### src/rtl/barrier_master_pkg.sv
// barrier_master_pkg: shared barrier message, table and release-queue types.
// Also provides the idx_to_oh helper and default TILE_COUNT / table size.
`ifndef TILE_COUNT
`define TILE_COUNT 4
`endif
`ifndef BARRIER_NUMB_FOR_TILE
`define BARRIER_NUMB_FOR_TILE 8
`endif

package barrier_master_pkg;

  localparam int TILE_COUNT = `TILE_COUNT;
  localparam int TILE_W     = $clog2(TILE_COUNT);
  localparam int BARRIER_W  = 8;
  localparam int CNT_W      = 6;

  typedef logic [BARRIER_W-1:0]  barrier_t;
  typedef logic [CNT_W-1:0]      cnt_barrier_t;
  typedef logic [TILE_W-1:0]     tile_id_t;
  typedef logic [TILE_COUNT-1:0] tile_mask_t;

  typedef struct packed {
    tile_id_t     tile_id_source;
    barrier_t     id_barrier;
    cnt_barrier_t cnt_setup;
  } sync_account_message_t;

  typedef struct packed {
    barrier_t id_barrier;
  } sync_release_message_t;

  typedef struct packed {
    logic         active;
    cnt_barrier_t remaining;
    cnt_barrier_t setup;
    tile_mask_t   tile_mask;
  } barrier_master_entry_t;

  typedef struct packed {
    barrier_t   id_barrier;
    tile_mask_t tile_mask;
  } release_fifo_entry_t;

  function automatic tile_mask_t idx_to_oh(input tile_id_t idx);
    tile_mask_t oh;
    oh      = '0;
    oh[idx] = 1'b1;
    return oh;
  endfunction

endpackage

### src/rtl/barrier_master_if.sv
// barrier_master_if: NI <-> barrier master ACCOUNT in / RELEASE out bundle.
// master: barrier_master side; slave: network-interface side.
interface barrier_master_if;
  import barrier_master_pkg::*;

  logic                  n2c_account_valid;
  sync_account_message_t n2c_account_message;
  logic                  n2c_mes_service_consumed;
  logic                  network_available;
  logic                  c2n_release_valid;
  sync_release_message_t c2n_release_message;
  tile_mask_t            c2n_release_destination_valid;

  modport master (
    input  n2c_account_valid,
    input  n2c_account_message,
    input  network_available,
    output n2c_mes_service_consumed,
    output c2n_release_valid,
    output c2n_release_message,
    output c2n_release_destination_valid
  );

  modport slave (
    output n2c_account_valid,
    output n2c_account_message,
    output network_available,
    input  n2c_mes_service_consumed,
    input  c2n_release_valid,
    input  c2n_release_message,
    input  c2n_release_destination_valid
  );
endinterface

### src/rtl/sync_fifo.sv
// sync_fifo: registered-occupancy FIFO, push+pop allowed together even when full.
// Ports: clk, reset (async low), i_push/i_data, i_pop/o_data, o_empty, o_full.
module sync_fifo #(
  parameter int WIDTH = 8,
  parameter int DEPTH = 4
) (
  input  logic             clk,
  input  logic             reset,
  input  logic             i_push,
  input  logic [WIDTH-1:0] i_data,
  input  logic             i_pop,
  output logic [WIDTH-1:0] o_data,
  output logic             o_empty,
  output logic             o_full
);
  localparam int PW = $clog2(DEPTH);
  localparam logic [PW:0] FULL_CNT = (PW+1)'(DEPTH);

  logic [WIDTH-1:0] r_mem [DEPTH];
  logic [PW-1:0]    r_wptr;
  logic [PW-1:0]    r_rptr;
  logic [PW:0]      r_cnt;

  always_ff @(posedge clk or negedge reset) begin
    if (!reset) begin
      for (int i = 0; i < DEPTH; i++)
        r_mem[i] <= '0;
      r_wptr <= '0;
      r_rptr <= '0;
      r_cnt  <= '0;
    end else begin
      if (i_push) begin
        r_mem[r_wptr] <= i_data;
        r_wptr        <= r_wptr + PW'(1);
      end
      if (i_pop)
        r_rptr <= r_rptr + PW'(1);
      if (i_push && !i_pop)
        r_cnt <= r_cnt + (PW+1)'(1);
      else if (!i_push && i_pop)
        r_cnt <= r_cnt - (PW+1)'(1);
    end
  end

  assign o_data  = r_mem[r_rptr];
  assign o_empty = (r_cnt == '0);
  assign o_full  = (r_cnt == FULL_CNT);
endmodule

### src/rtl/barrier_master.sv
// barrier_master: counts ACCOUNTs per barrier ID, queues and multicasts RELEASEs.
// Ports: clk, reset (async low), bus (barrier_master_if.master), bm_error.
// Optional checking via BARRIER_MASTER_CHECK_EN (DISPLAY_SYNC adds a message).
module barrier_master
  import barrier_master_pkg::*;
#(
  parameter int TILE_ID        = 0,
  parameter int BARRIER_NUMB   = `BARRIER_NUMB_FOR_TILE,
  parameter int REL_FIFO_DEPTH = 4
) (
  input  logic             clk,
  input  logic             reset,
  barrier_master_if.master bus,
  output logic             bm_error
);
  localparam int IDX_W = $clog2(BARRIER_NUMB);

  barrier_master_entry_t r_tbl [BARRIER_NUMB];

  sync_account_message_t w_msg;
  logic [IDX_W-1:0]      w_idx;
  barrier_master_entry_t w_cur;
  barrier_master_entry_t w_nxt;
  tile_mask_t            w_oh;
  logic                  w_acc;
  logic                  w_full;
  logic                  w_empty;
  logic                  w_push;
  logic                  w_pop;
  release_fifo_entry_t   w_push_d;
  release_fifo_entry_t   w_head;
  logic                  w_unused;

  assign w_msg = bus.n2c_account_message;
  assign w_idx = w_msg.id_barrier[IDX_W-1:0];
  assign w_cur = r_tbl[w_idx];
  assign w_oh  = idx_to_oh(w_msg.tile_id_source);
  assign w_acc = bus.n2c_account_valid & ~w_full;

  assign w_unused = TILE_ID[0];

  always_comb begin
    w_nxt    = w_cur;
    w_push   = 1'b0;
    w_push_d = '{id_barrier: w_msg.id_barrier,
                 tile_mask:  w_cur.tile_mask | w_oh};
    if (!w_cur.active) begin
      if (w_msg.cnt_setup == '0) begin
        // single-participant barrier completes without touching the table
        w_push             = w_acc;
        w_push_d.tile_mask = w_oh;
      end else begin
        w_nxt.active    = 1'b1;
        w_nxt.remaining = w_msg.cnt_setup - cnt_barrier_t'(1);
        w_nxt.tile_mask = w_oh;
`ifdef BARRIER_MASTER_CHECK_EN
        w_nxt.setup     = w_msg.cnt_setup;
`endif
      end
    end else if (w_cur.remaining != '0) begin
      w_nxt.remaining = w_cur.remaining - cnt_barrier_t'(1);
      w_nxt.tile_mask = w_cur.tile_mask | w_oh;
    end else begin
      w_push = w_acc;
      w_nxt  = '0;
    end
  end

  always_ff @(posedge clk or negedge reset) begin
    if (!reset) begin
      for (int i = 0; i < BARRIER_NUMB; i++)
        r_tbl[i] <= '0;
    end else if (w_acc) begin
      r_tbl[w_idx] <= w_nxt;
    end
  end

  sync_fifo #(
    .WIDTH ($bits(release_fifo_entry_t)),
    .DEPTH (REL_FIFO_DEPTH)
  ) u_rel_fifo (
    .clk     (clk),
    .reset   (reset),
    .i_push  (w_push),
    .i_data  (w_push_d),
    .i_pop   (w_pop),
    .o_data  (w_head),
    .o_empty (w_empty),
    .o_full  (w_full)
  );

  assign w_pop = ~w_empty & bus.network_available;

  assign bus.n2c_mes_service_consumed      = w_acc;
  assign bus.c2n_release_valid             = w_pop;
  assign bus.c2n_release_message           = '{id_barrier: w_head.id_barrier};
  assign bus.c2n_release_destination_valid = w_head.tile_mask;

`ifdef BARRIER_MASTER_CHECK_EN
  logic r_err;
  logic w_err;
  logic w_dup;

  // a repeated tile is only suspicious when every thread fits one per tile
  assign w_dup = ((w_cur.tile_mask & w_oh) != '0) &&
                 (int'(w_cur.setup) + 1 <= TILE_COUNT);
  assign w_err = w_acc & w_cur.active &
                 ((w_msg.cnt_setup != w_cur.setup) | w_dup);

  always_ff @(posedge clk or negedge reset) begin
    if (!reset)
      r_err <= 1'b0;
    else if (w_err) begin
      r_err <= 1'b1;
`ifdef DISPLAY_SYNC
      $display("barrier_master tile %0d: protocol error id %0d",
               TILE_ID, w_msg.id_barrier);
`endif
    end
  end

  assign bm_error = r_err;
`else
  assign bm_error = 1'b0;
`endif
endmodule

### src/flat_wrapper.sv
// flat-port wrapper written by rule: the top's interface ports become plain ports
module barrier_master_flat import barrier_master_pkg::*;
#(
  parameter int TILE_ID        = 0,
  parameter int BARRIER_NUMB   = `BARRIER_NUMB_FOR_TILE,
  parameter int REL_FIFO_DEPTH = 4
)
  (clk, reset, bm_error, bus_n2c_account_valid, bus_n2c_account_message, bus_network_available, bus_n2c_mes_service_consumed, bus_c2n_release_valid, bus_c2n_release_message, bus_c2n_release_destination_valid);
  barrier_master_if bus_i ();
  input  logic clk;
  input  logic reset;
  output logic bm_error;
  input wire logic [$bits(bus_i.n2c_account_valid)-1:0] bus_n2c_account_valid;
  input wire logic [$bits(bus_i.n2c_account_message)-1:0] bus_n2c_account_message;
  input wire logic [$bits(bus_i.network_available)-1:0] bus_network_available;
  output wire logic [$bits(bus_i.n2c_mes_service_consumed)-1:0] bus_n2c_mes_service_consumed;
  output wire logic [$bits(bus_i.c2n_release_valid)-1:0] bus_c2n_release_valid;
  output wire logic [$bits(bus_i.c2n_release_message)-1:0] bus_c2n_release_message;
  output wire logic [$bits(bus_i.c2n_release_destination_valid)-1:0] bus_c2n_release_destination_valid;
  assign bus_i.n2c_account_valid = bus_n2c_account_valid;
  assign bus_i.n2c_account_message = bus_n2c_account_message;
  assign bus_i.network_available = bus_network_available;
  assign bus_n2c_mes_service_consumed = bus_i.n2c_mes_service_consumed;
  assign bus_c2n_release_valid = bus_i.c2n_release_valid;
  assign bus_c2n_release_message = bus_i.c2n_release_message;
  assign bus_c2n_release_destination_valid = bus_i.c2n_release_destination_valid;
  barrier_master #(.TILE_ID(TILE_ID), .BARRIER_NUMB(BARRIER_NUMB), .REL_FIFO_DEPTH(REL_FIFO_DEPTH)) u_core (.clk(clk), .reset(reset), .bus(bus_i), .bm_error(bm_error));
endmodule
### config.mk
export PLATFORM = sky130hd
export DESIGN_NAME = barrier_master_flat
export DESIGN_NICKNAME = d
export VERILOG_FILES = /design/src/rtl/barrier_master_pkg.sv /design/src/rtl/barrier_master_if.sv /design/src/rtl/sync_fifo.sv /design/src/rtl/barrier_master.sv /design/src/flat_wrapper.sv
export SDC_FILE = /design/constraint.sdc
export NUM_CORES = 1
export LEC_CHECK = 0
export BUFFER_PORTS_ARGS = -buffer_cell sky130_fd_sc_hd__buf_2
export CAP_MARGIN = 40
export CORE_ASPECT_RATIO = 0.6
export CORE_MARGIN = 5
export CORE_UTILIZATION = 45
export CTS_CLUSTER_DIAMETER = 120
export CTS_CLUSTER_SIZE = 12
export DETAILED_ROUTE_END_ITERATION = 10
export GPL_ROUTABILITY_DRIVEN = 0
export SYNTH_ARGS = -nofsm -noshare
export SYNTH_HDL_FRONTEND = slang
export SYNTH_HIERARCHICAL = 1
export SYNTH_SLANG_ARGS = --single-unit
### constraint.sdc
create_clock -name clk -period 5.2 [get_ports clk]
set_input_delay 0.78 -clock clk [delete_from_list [all_inputs] [get_ports clk]]
set_output_delay 0.78 -clock clk [all_outputs]
set_load 0.02 [all_outputs]
==> results_dict.tcl <==
set metrics [dict create \
    synth.distinct_cells 60 \
    drt_iter0_markers 550 \
    first_pass_iters 7 \
    yosysMostFrequentCell "dfrtp_1" \
    worst_slew_pin_slew_ns 0.847 \
    ys_async_sr_fraction_pct 100 \
    fin_area_um2 8070 \
    die_y_um 108 \
    hpwl_mm 11.9 \
    cts.sink_count 143 \
    grt_max_degree 94 \
    cts_htree_levels 4 \
    grt_overflow 0 \
    synth_common_cells "143 x dfrtp_1, 112 x mux2_2, 46 x nand2_1, 27 x o21ai_0, 20 x a21oi_1" \
    nFillCells 1303 \
    ys_warn_count 6 \
    antenna_found_initial 0 \
    finalHoldViolations 0 \
    slew_violations 0 \
    fin_crit_ns 4.22 \
    die_x_um 173 \
    cts_tree "built" \
    cp_top_family "simple AND/OR/NAND/NOR gates" \
    cts_buffers 17 \
    netlist.area_leader.share_pct 50.1 \
    via_per_inst 5.82 \
    drt_wl_total_mm 17.1 \
    max_freq_mhz 237 \
    io_buffers 33 \
    drv_cap 0 \
    cp_num_buf_inv 2 \
    die_area_um2 18600 \
    syn-num-nets 590 \
    avgSynthCellArea_um2 12.7 \
    path_cells "buf_2, nor2b_1, a22oi_1, nand2_1, ha_1, a21bo_2, nor4_4, a21o_1, and2_1, ha_1, inv_1, fa_1, xor2_1, nor2_1, xor2_1" \
    grt_pass1_wl_mm 27.8 \
    cts_setup_buffers 0 \
    synth_edf_count 0 \
    io_pins 35 \
    cts-root-buf "clkbuf_16" \
    crit_path_end_kind "flop" \
    drc 0 \
    synth.area.top_cells "dfrtp_1 50%, mux2_2 18%, mux4_2 5.0%, mux2i_1 2.5%, nand2_1 2.4%" \
    worstHoldPathType "primary input to async pin" \
    grt_usage_pct 19.2 \
    routedWlPerCell_um 21.1 \
    clk_pin_slew_ns 0.06 \
    max_slew_margin_pct 43.5 \
    grt_setup_unrepaired "false" \
    crit_path_start_kind "primary input" \
    vias 4706 \
    ys.flop_type "dfrtp_1" \
    post-place-ws_ns 0.623 \
    worstPathMaxFanout 21 \
    fin_crit_sh_pct 81.1 \
    synth_cells 562 \
    worst_slack_ns 0.984 \
    finalSetupViolCount 0 \
    areaGrowthSynthToFinish_pct 12.9 \
    initial_core_util_pct 46.2 \
    final_antenna_net_count 0 \
    status "completed" \
    fin_nets 621 \
    clockBufferDepth 2 \
    diodes 0 \
    slowest_stage "nor2b_1" \
    fin_skew_ns 0.0104 \
    critPathKind "primary input to flop" \
    cellPowerDensity_nw_per_um2 563 \
    arrival_ns 4.55 \
    post_cts_resized 0 \
    ys_seq_elements 143 \
    coreArea_um2 15500 \
    drive_above_1_share_pct 35.1 \
    slowest_delay_ns 0.47 \
    required_ns 5.54 \
    yosys.area.top_type "dfrtp_1" \
    ir_worst_vdd_mv 0.366 \
    synth.yosys.seq_area_share_pct 50.1 \
    rows 35 \
    clk_latency_ns 0.42 \
    placed_area_um2 7490 \
    hold_buffers 0 \
    tns_ns 0 \
    syn-cell-area_um2 7140 \
    first_global_vias 4956 \
    p_leak_uw 0.00377 \
]
==> final cells by class <==
type / instances / area, µm² / area share, %
timing repair buffer: 44 / 294 / 3.65
sequential: 143 / 3580 / 44.4
tap: 203 / 254 / 3.15
inverter: 15 / 56.3 / 0.698
clock buffer: 19 / 443 / 5.49
multi-input combinational: 372 / 3310 / 41.0
clock inverter: 13 / 130 / 1.61
==> registers in the layout, summed over array words and instances, names as in the netlist <==
signal,flops
u_core/r_tbl,88
u_core/u_rel_fifo/r_mem,48
u_core/u_rel_fifo/r_cnt,3
u_core/u_rel_fifo/r_rptr,2
u_core/u_rel_fifo/r_wptr,2
==> final timing paths <==
path	to	cells after the start	from	slack, ns
worst max-delay path	u_core/u_rel_fifo/r_cnt[2]	15	bus_n2c_account_message[6]	0.98
worst min-delay path	u_core/u_rel_fifo/r_mem[47]	1	reset	0.18
worst max register to register	u_core/u_rel_fifo/r_cnt[2]	14	u_core/r_tbl[96]	1.56
worst min register to register	u_core/r_tbl[16]	2	u_core/r_tbl[16]	0.48
max in group asynchronous	u_core/r_tbl[3]	2	reset	4.29
min in group clk	u_core/r_tbl[16]	2	u_core/r_tbl[16]	0.48
==> through the flow <==
step                      util [%]  hold WS (ns)  power (µW)  std cells
after floorplan                  -         0.442        2940        562
after global placement        48.1         0.461        3260        775
after detailed placement      48.5         0.466        3370        777
after CTS                     52.2         0.173        4560        809
after global routing          52.2         0.176        4810        809
final                         52.2         0.178        4540        809
==> layout by cell type, fill, tap and decap left out, drive strengths merged, types with 9 or more instances in the layout <==
cell type / n
nor2: 19
clkbuf: 19
mux4: 20
o21ai: 29
nor2b: 9
nand2: 46
mux2: 115
dfrtp: 143
buf: 44
mux2i: 18
inv: 19
a21oi: 20
==> routing by layer <==
metal	GRT usage (%)	part of all wire (%)
met5	0	0
met4	4.60	0.88
met3	3.90	4.9
met2	28.0	43
met1	29.4	51
==> where the power goes <==
part	internal, µW	total, µW	switching (µW)	leakage, µW
Combinational	737	1450	708	0.00168
Sequential	1610	1910	303	0.00181
Clock	681	1180	500	0.000279
==> logic make-up after synthesis <==
kind of cell / Yosys count / synth area share (%)
simple gates: 106 / 7.20
fa+ha+maj: 8 / 1.51
compound gates: 96 / 9.37
mux: 153 / 27.2
xor+xnor: 8 / 0.981
buf+inv: 47 / 3.59
flops: 143 / 50.1
other cells: 1 / 0.0525
Power figures use the tool's default switching activity.
